[config.mk]
export PLATFORM = sky130hd
export DESIGN_NAME = sn7400_test_seq
export DESIGN_NICKNAME = d
export VERILOG_FILES = /design/src/rtl/sn7400_test_seq.sv
export SDC_FILE = /design/constraint.sdc
export NUM_CORES = 1
export LEC_CHECK = 0
export ABC_AREA = 1
export CAP_MARGIN = 15
export CORE_MARGIN = 2
export CORE_UTILIZATION = 55
export CTS_BUF_LIST = sky130_fd_sc_hd__clkbuf_8
export DETAILED_ROUTE_END_ITERATION = 7
export GPL_TIMING_DRIVEN = 0
export PLACE_DENSITY = 0.82
export SYNTH_ARGS = -nofsm -noshare
export SYNTH_HDL_FRONTEND = slang
export SYNTH_SLANG_ARGS = --single-unit
[constraint.sdc]
create_clock -name clk -period 2.32 [get_ports clk]
set_input_delay 0.696 -clock clk [delete_from_list [all_inputs] [get_ports clk]]
set_output_delay 0.696 -clock clk [all_outputs]
set_load 0.03 [all_outputs]
[src/rtl/sn7400_test_seq.sv]
// Sequenced functional tester for a quad 2-input NAND (sn7400): walks each gate
// through all four input vectors, lets outputs settle, and tallies mismatches.
module sn7400_test_seq #(
   parameter int SETTLE_CYC = 2
) (
   input  logic       clk,
   input  logic       rst,
   input  logic       start,
   output logic       p1,
   output logic       p2,
   output logic       p4,
   output logic       p5,
   output logic       p9,
   output logic       p10,
   output logic       p12,
   output logic       p13,
   input  logic       p3,
   input  logic       p6,
   input  logic       p8,
   input  logic       p11,
   output logic       busy,
   output logic       done,
   output logic       pass,
   output logic [4:0] test_count,
   output logic [4:0] error_count,
   output logic [3:0] fail_mask
);

   typedef enum logic [2:0] {IDLE, DRIVE, SETTLE, CHECK, DONE} state_t;

   state_t     state_q;
   logic       start_q;
   logic [1:0] gate_q, vec_q;
   logic [3:0] scnt_q;
   logic [3:0] a_q, b_q;
   logic       busy_q, done_q, pass_q;
   logic [4:0] tcnt_q, ecnt_q;
   logic [3:0] fmask_q;

   logic [3:0] y;
   logic       y_sel, mism, last;
   logic [1:0] gate_d, vec_d;
   logic [4:0] tcnt_d, ecnt_d;

   // Case-equality so an undriven or unknown gate output is a mismatch in simulation.
   always_comb begin
      y      = {p11, p8, p6, p3};
      y_sel  = y[gate_q];
      mism   = (y_sel !== ~(a_q[gate_q] & b_q[gate_q]));
      last   = (gate_q == 2'd3) && (vec_q == 2'd3);
      vec_d  = vec_q + 2'd1;
      gate_d = (vec_q == 2'd3) ? gate_q + 2'd1 : gate_q;
      tcnt_d = (tcnt_q < 5'd16) ? tcnt_q + 5'd1 : tcnt_q;
      ecnt_d = (mism && ecnt_q < 5'd16) ? ecnt_q + 5'd1 : ecnt_q;
   end

   // start is registered in IDLE, so a run begins one edge after start is sampled.
   always_ff @(posedge clk or posedge rst) begin
      if (rst) begin
         state_q <= IDLE;
         start_q <= 1'b0;
         gate_q  <= '0;
         vec_q   <= '0;
         scnt_q  <= '0;
         a_q     <= '0;
         b_q     <= '0;
         busy_q  <= 1'b0;
         done_q  <= 1'b0;
         pass_q  <= 1'b0;
         tcnt_q  <= '0;
         ecnt_q  <= '0;
         fmask_q <= '0;
      end else begin
         done_q <= 1'b0;
         case (state_q)
            IDLE: begin
               if (start_q) begin
                  state_q <= DRIVE;
                  start_q <= 1'b0;
                  busy_q  <= 1'b1;
                  gate_q  <= '0;
                  vec_q   <= '0;
                  a_q     <= '0;
                  b_q     <= '0;
                  pass_q  <= 1'b0;
                  tcnt_q  <= '0;
                  ecnt_q  <= '0;
                  fmask_q <= '0;
               end else begin
                  start_q <= start;
               end
            end
            DRIVE: begin
               state_q <= SETTLE;
               scnt_q  <= 4'(SETTLE_CYC - 1);
            end
            SETTLE: begin
               if (scnt_q == 4'd0) state_q <= CHECK;
               else                scnt_q  <= scnt_q - 4'd1;
            end
            CHECK: begin
               tcnt_q <= tcnt_d;
               ecnt_q <= ecnt_d;
               if (mism) fmask_q[gate_q] <= 1'b1;
               if (last) begin
                  state_q <= DONE;
                  done_q  <= 1'b1;
                  pass_q  <= (ecnt_d == 5'd0);
                  gate_q  <= '0;
                  vec_q   <= '0;
                  a_q     <= '0;
                  b_q     <= '0;
               end else begin
                  state_q <= DRIVE;
                  gate_q  <= gate_d;
                  vec_q   <= vec_d;
                  for (int i = 0; i < 4; i++) begin
                     a_q[i] <= (gate_d == 2'(i)) & vec_d[1];
                     b_q[i] <= (gate_d == 2'(i)) & vec_d[0];
                  end
               end
            end
            DONE: begin
               state_q <= IDLE;
               start_q <= 1'b0;
               busy_q  <= 1'b0;
            end
            default: state_q <= IDLE;
         endcase
      end
   end

   assign p1          = a_q[0];
   assign p2          = b_q[0];
   assign p4          = a_q[1];
   assign p5          = b_q[1];
   assign p9          = a_q[2];
   assign p10         = b_q[2];
   assign p13         = a_q[3];
   assign p12         = b_q[3];
   assign busy        = busy_q;
   assign done        = done_q;
   assign pass        = pass_q;
   assign test_count  = tcnt_q;
   assign error_count = ecnt_q;
   assign fail_mask   = fmask_q;

endmodule

==> results.json, run 1 <==
{
  "r2r_slack_ns": 0.58,
  "tns_ns": 0,
  "finalCritPeriodShare_pct": 93.7,
  "critPathTopFamily": "buffers and inverters",
  "slew_violations": 0,
  "grt_max_degree": 20,
  "clk_path_buf_depth": 2,
  "path_buf_inv": 1,
  "crit_type": "register to output port",
  "drive_gt1_share_pct": 10.9,
  "dp_slack_ns": 0.195,
  "worstHoldPathType": "register to register",
  "drc": 0,
  "ys_warn_count": 0,
  "antenna_found_initial": 0,
  "cp_num_cells": 1,
  "worst_r2r_endpoint": "scnt_q[1]",
  "hold_buffers": 0,
  "gr-usage-all-layers_pct": 22.3,
  "leakage_uw": 0.00117,
  "critical_path.startpoint": "error_count[2]",
  "overflow": 0,
  "cts_tree": "yes",
  "initial_core_util_pct": 57.0,
  "grt_pass1_vias": 1596,
  "ys_ff_latch": 37,
  "synthToLayoutAreaGrowth_pct": 25.3,
  "fin_util_pct": 71.5,
  "dp_hpwl_um": 2840,
  "synth_area_sq_um": 1900,
  "postSynthCellCount": 227,
  "synth_ff_type": "dfrtp_1",
  "drt_iter0_drc": 104,
  "required_ns": 1.62,
  "setup_ws_ns": 0.146,
  "cts_sinks": 37,
  "r2r_cells": 7,
  "wl_met3_um": 222,
  "syn_avg_cell_area_sq_um": 8.38,
  "first_pass_iters": 4,
  "ctsRootBufferMaster": "clkbuf_8",
  "worstSetupEndpointType": "output port",
  "clk_pin_slew_ns": 0.07,
  "grt_first_pass_wirelength_um": 6860,
  "worstSetupStartpointType": "register",
  "ys_seq_area_share_pct": 48.7,
  "met1Wirelength_um": 1760,
  "core_area_sq_um": 3340,
  "fill_cells": 275,
  "slew_headroom_pct": 47.3,
  "hold_violations": 0,
  "period_needed_ns": 2.17,
  "cellPowerDensity_nw_per_um2": 591,
  "routed_wl_um": 3860,
  "synthMostInstantiatedCell": "nand2_1",
  "synthTopCellsByCount": "54 x nand2_1, 37 x dfrtp_1, 29 x inv_1",
  "synthArstFlopShare_pct": 100,
  "maxUsedRoutingLayer": "met4",
  "die-area_sq_um": 3950,
  "gp_congestion": 0.900,
  "cp-endpoint": "error_count[2]",
  "skew_ns": 0.00639,
  "htree_levels": 2,
  "status": "completed",
  "yosys.cell_types.count": 27,
  "die_h_um": 62.8,
  "via_per_inst": 5.19,
  "dr_total_vias": 1620,
  "cts_resized": 0,
  "worstMarginPinSlew_ns": 0.789,
  "synth.largest_area_cell": "dfrtp_1",
  "io_pins": 32,
  "whs_ns": 0.473,
  "max_freq_ghz": 0.460,
  "synth_area_leaders": "dfrtp_1 49%, nand2_1 11%, inv_1 5.7%",
  "rsz0062_at_grt": "no",
  "maxCapViolCount": 0,
  "synth-edff-count": 0,
  "syn_nets": 242,
  "ant_nets": 0,
  "worstPathMaxFanout": 6,
  "avgRoutedWirePerCell_um": 12.4,
  "cp.arrival_ns": 1.48,
  "crit_chain": "clkdlybuf4s50_1",
  "setup_violations": 0,
  "cp_slowest_cell": "clkdlybuf4s50_1",
  "die_w_um": 62.8,
  "row_count": 21,
  "clk_latency_ns": 0.28,
  "finalNetCount": 281,
  "ir_worst_vdd_v": 0.000348,
  "met2_length_um": 1830,
  "diodes": 0,
  "max_stage_delay_ns": 0.73,
  "numCtsBuffers": 5,
  "port_buffers": 31,
  "post-cts-setup-buffers": 0,
  "synth.top_cell.area_share_pct": 48.7,
  "regToRegStartpoint": "scnt_q[0]"
}
[per-layer routing]
layer / vias up / global-route usage (%)
met4: 0 / 8.89
met1: 763 / 29.2
met3: 4 / 6.85
met5: - / 0
li1: 809 / -
met2: 44 / 34.7
[kinds of logic after synthesis]
| kind of cell | after synthesis | synth area share (%) |
|---|---|---|
| flops | 37 | 48.7 |
| simple gates | 104 | 26.4 |
| fa+ha+maj | 8 | 5.26 |
| compound gates | 36 | 10.1 |
| xor+xnor | 4 | 1.84 |
| buf+inv | 38 | 7.76 |
[cell usage in the layout (no fill, tap or decap), types with 2 or more instances in the layout]
cell type,Yosys,final
a21oi_1,11,11
clkbuf_8,0,6
clkdlybuf4s50_1,0,31
dfrtp_1,37,37
ha_1,8,8
inv_1,29,30
inv_2,7,7
nand2_1,54,54
nand2_2,7,7
nand3_1,12,12
nand3_2,2,2
nand3_4,2,2
nand4_1,6,6
nor2_1,13,13
nor3_1,4,4
o21ai_0,7,7
o21ai_1,13,13
o22ai_1,2,2
xor2_1,3,3
[flip-flops by register name, indices dropped and copies added (netlist names)]
signal       cells
error_count      5
test_count       5
a_q              4
b_q              4
fail_mask        4
scnt_q           4
state_q          3
gate_q           2
vec_q            2
busy             1
done             1
pass             1
start_q          1
[layout make-up]
type                    count  area [sq um]  area share, %
flip-flops and latches     37           926           38.8
multi-input cells         152           830           34.8
repair buffers             32           338           14.2
inverters                  36           135           5.67
clock buffers               6          82.6           3.46
well taps                  46          57.6           2.41
plain buffers               2          12.5          0.525
clock inverters             1          3.75          0.157
[metrics by stage]
stage | area [sq um] | power, uW | cells
after floorplan | 1900 | 875 | 227
after global placement | 2270 | 961 | 304
after detailed placement | 2300 | 975 | 305
after CTS | 2380 | 1420 | 312
after global routing | 2380 | 1490 | 312
final | 2380 | 1410 | 312
[worst min path at each step]
stage / slack [ns] / cells after the start / to / start
6_report: 0.47 / 1 / scnt_q[0] / scnt_q[0]
3_3_place_gp: 0.45 / 1 / scnt_q[0] / scnt_q[0]
5_1_grt: 0.52 / 2 / vec_q[1] / vec_q[1]
4_1_cts: 0.48 / 1 / scnt_q[0] / scnt_q[0]
3_5_place_dp: 0.47 / 1 / scnt_q[0] / scnt_q[0]
2_1_floorplan: 0.44 / 1 / scnt_q[0] / scnt_q[0]
[power by group]
group          switching [uW]  total, uW  internal (uW)
logic                     146        256            110
clock network             210        441            231
registers                41.0        713            672
No activity file was read; power rests on OpenSTA's default activity.
==> inputs of run 2 (changes only) <==
--- a/config.mk
+++ b/config.mk
@@ -8,11 +8,10 @@
 export ABC_AREA = 1
 export CAP_MARGIN = 15
 export CORE_MARGIN = 2
-export CORE_UTILIZATION = 55
+export CORE_UTILIZATION = 25
 export CTS_BUF_LIST = sky130_fd_sc_hd__clkbuf_8
 export DETAILED_ROUTE_END_ITERATION = 7
 export GPL_TIMING_DRIVEN = 0
-export PLACE_DENSITY = 0.82
 export SYNTH_ARGS = -nofsm -noshare
 export SYNTH_HDL_FRONTEND = slang
 export SYNTH_SLANG_ARGS = --single-unit
==> run 2 against run 1 <==
Setup slack lost 0.0025 ns. Critical path depth did not move. Non-clock buffer count shrank 1. Hold slack lost 0.0023 ns. First-iteration DRC count down 27%. Total power up 17%. Utilization fell by 38 points. Flip-flop and latch count stayed put. Design area up 3.8%. Count of clock-buffer cells in the layout down 1. Routed wire length up 8.4%. Highest routed layer unchanged.
==> results.json, run 2 (same netlist as run 1, synthesis figures left out) <==
{
  "gp_congestion": 0.820,
  "die-area_sq_um": 8330,
  "overflow": 0,
  "routed_wl_um": 4180,
  "path_buf_inv": 1,
  "post-cts-setup-buffers": 0,
  "drc": 0,
  "clk_path_buf_depth": 2,
  "cts_tree": "yes",
  "worstHoldPathType": "register to register",
  "clk_latency_ns": 0.29,
  "max_freq_ghz": 0.460,
  "die_w_um": 91.3,
  "met1Wirelength_um": 2080,
  "hold_violations": 0,
  "avgRoutedWirePerCell_um": 11.5,
  "skew_ns": 0.00638,
  "ctsRootBufferMaster": "clkbuf_8",
  "critPathTopFamily": "buffers and inverters",
  "cellPowerDensity_nw_per_um2": 664,
  "required_ns": 1.62,
  "slew_violations": 0,
  "row_count": 31,
  "crit_chain": "clkdlybuf4s50_1",
  "gr-usage-all-layers_pct": 10.6,
  "wl_met3_um": 189,
  "period_needed_ns": 2.18,
  "via_per_inst": 4.38,
  "rsz0062_at_grt": "no",
  "worstSetupStartpointType": "register",
  "core_area_sq_um": 7330,
  "worstMarginPinSlew_ns": 0.798,
  "maxCapViolCount": 0,
  "status": "completed",
  "initial_core_util_pct": 26.0,
  "drive_gt1_share_pct": 11.7,
  "drt_iter0_drc": 76,
  "crit_type": "register to output port",
  "final_cell_mix": "54 x nand2_1, 37 x dfrtp_1, 31 x clkdlybuf4s50_1",
  "ant_nets": 0,
  "max_stage_delay_ns": 0.72,
  "ir_worst_vdd_v": 0.000291,
  "met2_length_um": 1860,
  "leakage_uw": 0.00118,
  "finalNetCount": 280,
  "htree_levels": 2,
  "synthToLayoutAreaGrowth_pct": 30.0,
  "power.total_uw": 1640,
  "dr_total_vias": 1599,
  "die_h_um": 91.3,
  "finalCritPeriodShare_pct": 93.8,
  "tns_ns": 0,
  "worstPathMaxFanout": 6,
  "grt_max_degree": 38,
  "maxUsedRoutingLayer": "met4",
  "port_buffers": 31,
  "slew_headroom_pct": 46.7,
  "cp_slowest_cell": "clkdlybuf4s50_1",
  "grt_first_pass_wirelength_um": 7070,
  "cts_resized": 0,
  "numCtsBuffers": 5,
  "io_pins": 32,
  "clk_pin_slew_ns": 0.08,
  "fin_util_pct": 33.8,
  "setup_violations": 0,
  "first_pass_iters": 4,
  "worstSetupEndpointType": "output port",
  "cts_sinks": 37,
  "antenna_found_initial": 0,
  "final_common_cell": "nand2_1",
  "diodes": 0,
  "grt_pass1_vias": 1551,
  "dp_hpwl_um": 3020,
  "cp.arrival_ns": 1.48,
  "dpl_cell_area_sq_um": 2340,
  "hold_buffers": 0,
  "final_area_sq_um": 2470
}
[run 2: report_power, final]
part | internal (uW) | switching (uW) | leakage (uW) | total, uW
logic | 106 | 143 | 0.000642 | 249
clock network | 433 | 252 | 0.0000687 | 685
registers | 671 | 39.6 | 0.000467 | 710
total | 1210 | 434 | 0.00118 | 1640
[run 2: area by class of cell]
type                       instances  area, sq um
multi-input combinational        152          830
fill                             758         4860
buffer                             2         12.5
clock inverter                     3         68.8
sequential                        37          926
inverter                          36          135
clock buffer                       5         68.8
timing repair buffer              31          310
tap                               99          124
[run 2: layer usage]
| metal | vias to the layer above | GRT usage, % |
|---|---|---|
| li1 | 811 | - |
| met1 | 745 | 14.4 |
| met2 | 39 | 15.7 |
| met3 | 4 | 3.24 |
| met4 | 0 | 4.04 |
| met5 | - | 0 |
[run 2: worst paths after layout]
check                          startpoint             end  slack [ns]  cells after the start
max                        error_count[2]  error_count[2]        0.14                      1
min                             scnt_q[0]       scnt_q[0]        0.47                      1
max reg2reg                     scnt_q[0]       scnt_q[0]        0.58                      7
min reg2reg                     scnt_q[0]       scnt_q[0]        0.47                      1
max in group asynchronous             rst  error_count[0]        0.94                      2
min in group asynchronous             rst         start_q        0.88                      2
[run 2: through the flow]
stage	setup WS (ns)	hold slack, ns	std cells
final	0.144	0.470	365
after global routing	0.0901	0.516	365
after CTS	0.139	0.474	365
after detailed placement	0.259	0.463	357
after global placement	-0.0902	0.457	357
after floorplan	0.791	0.440	227
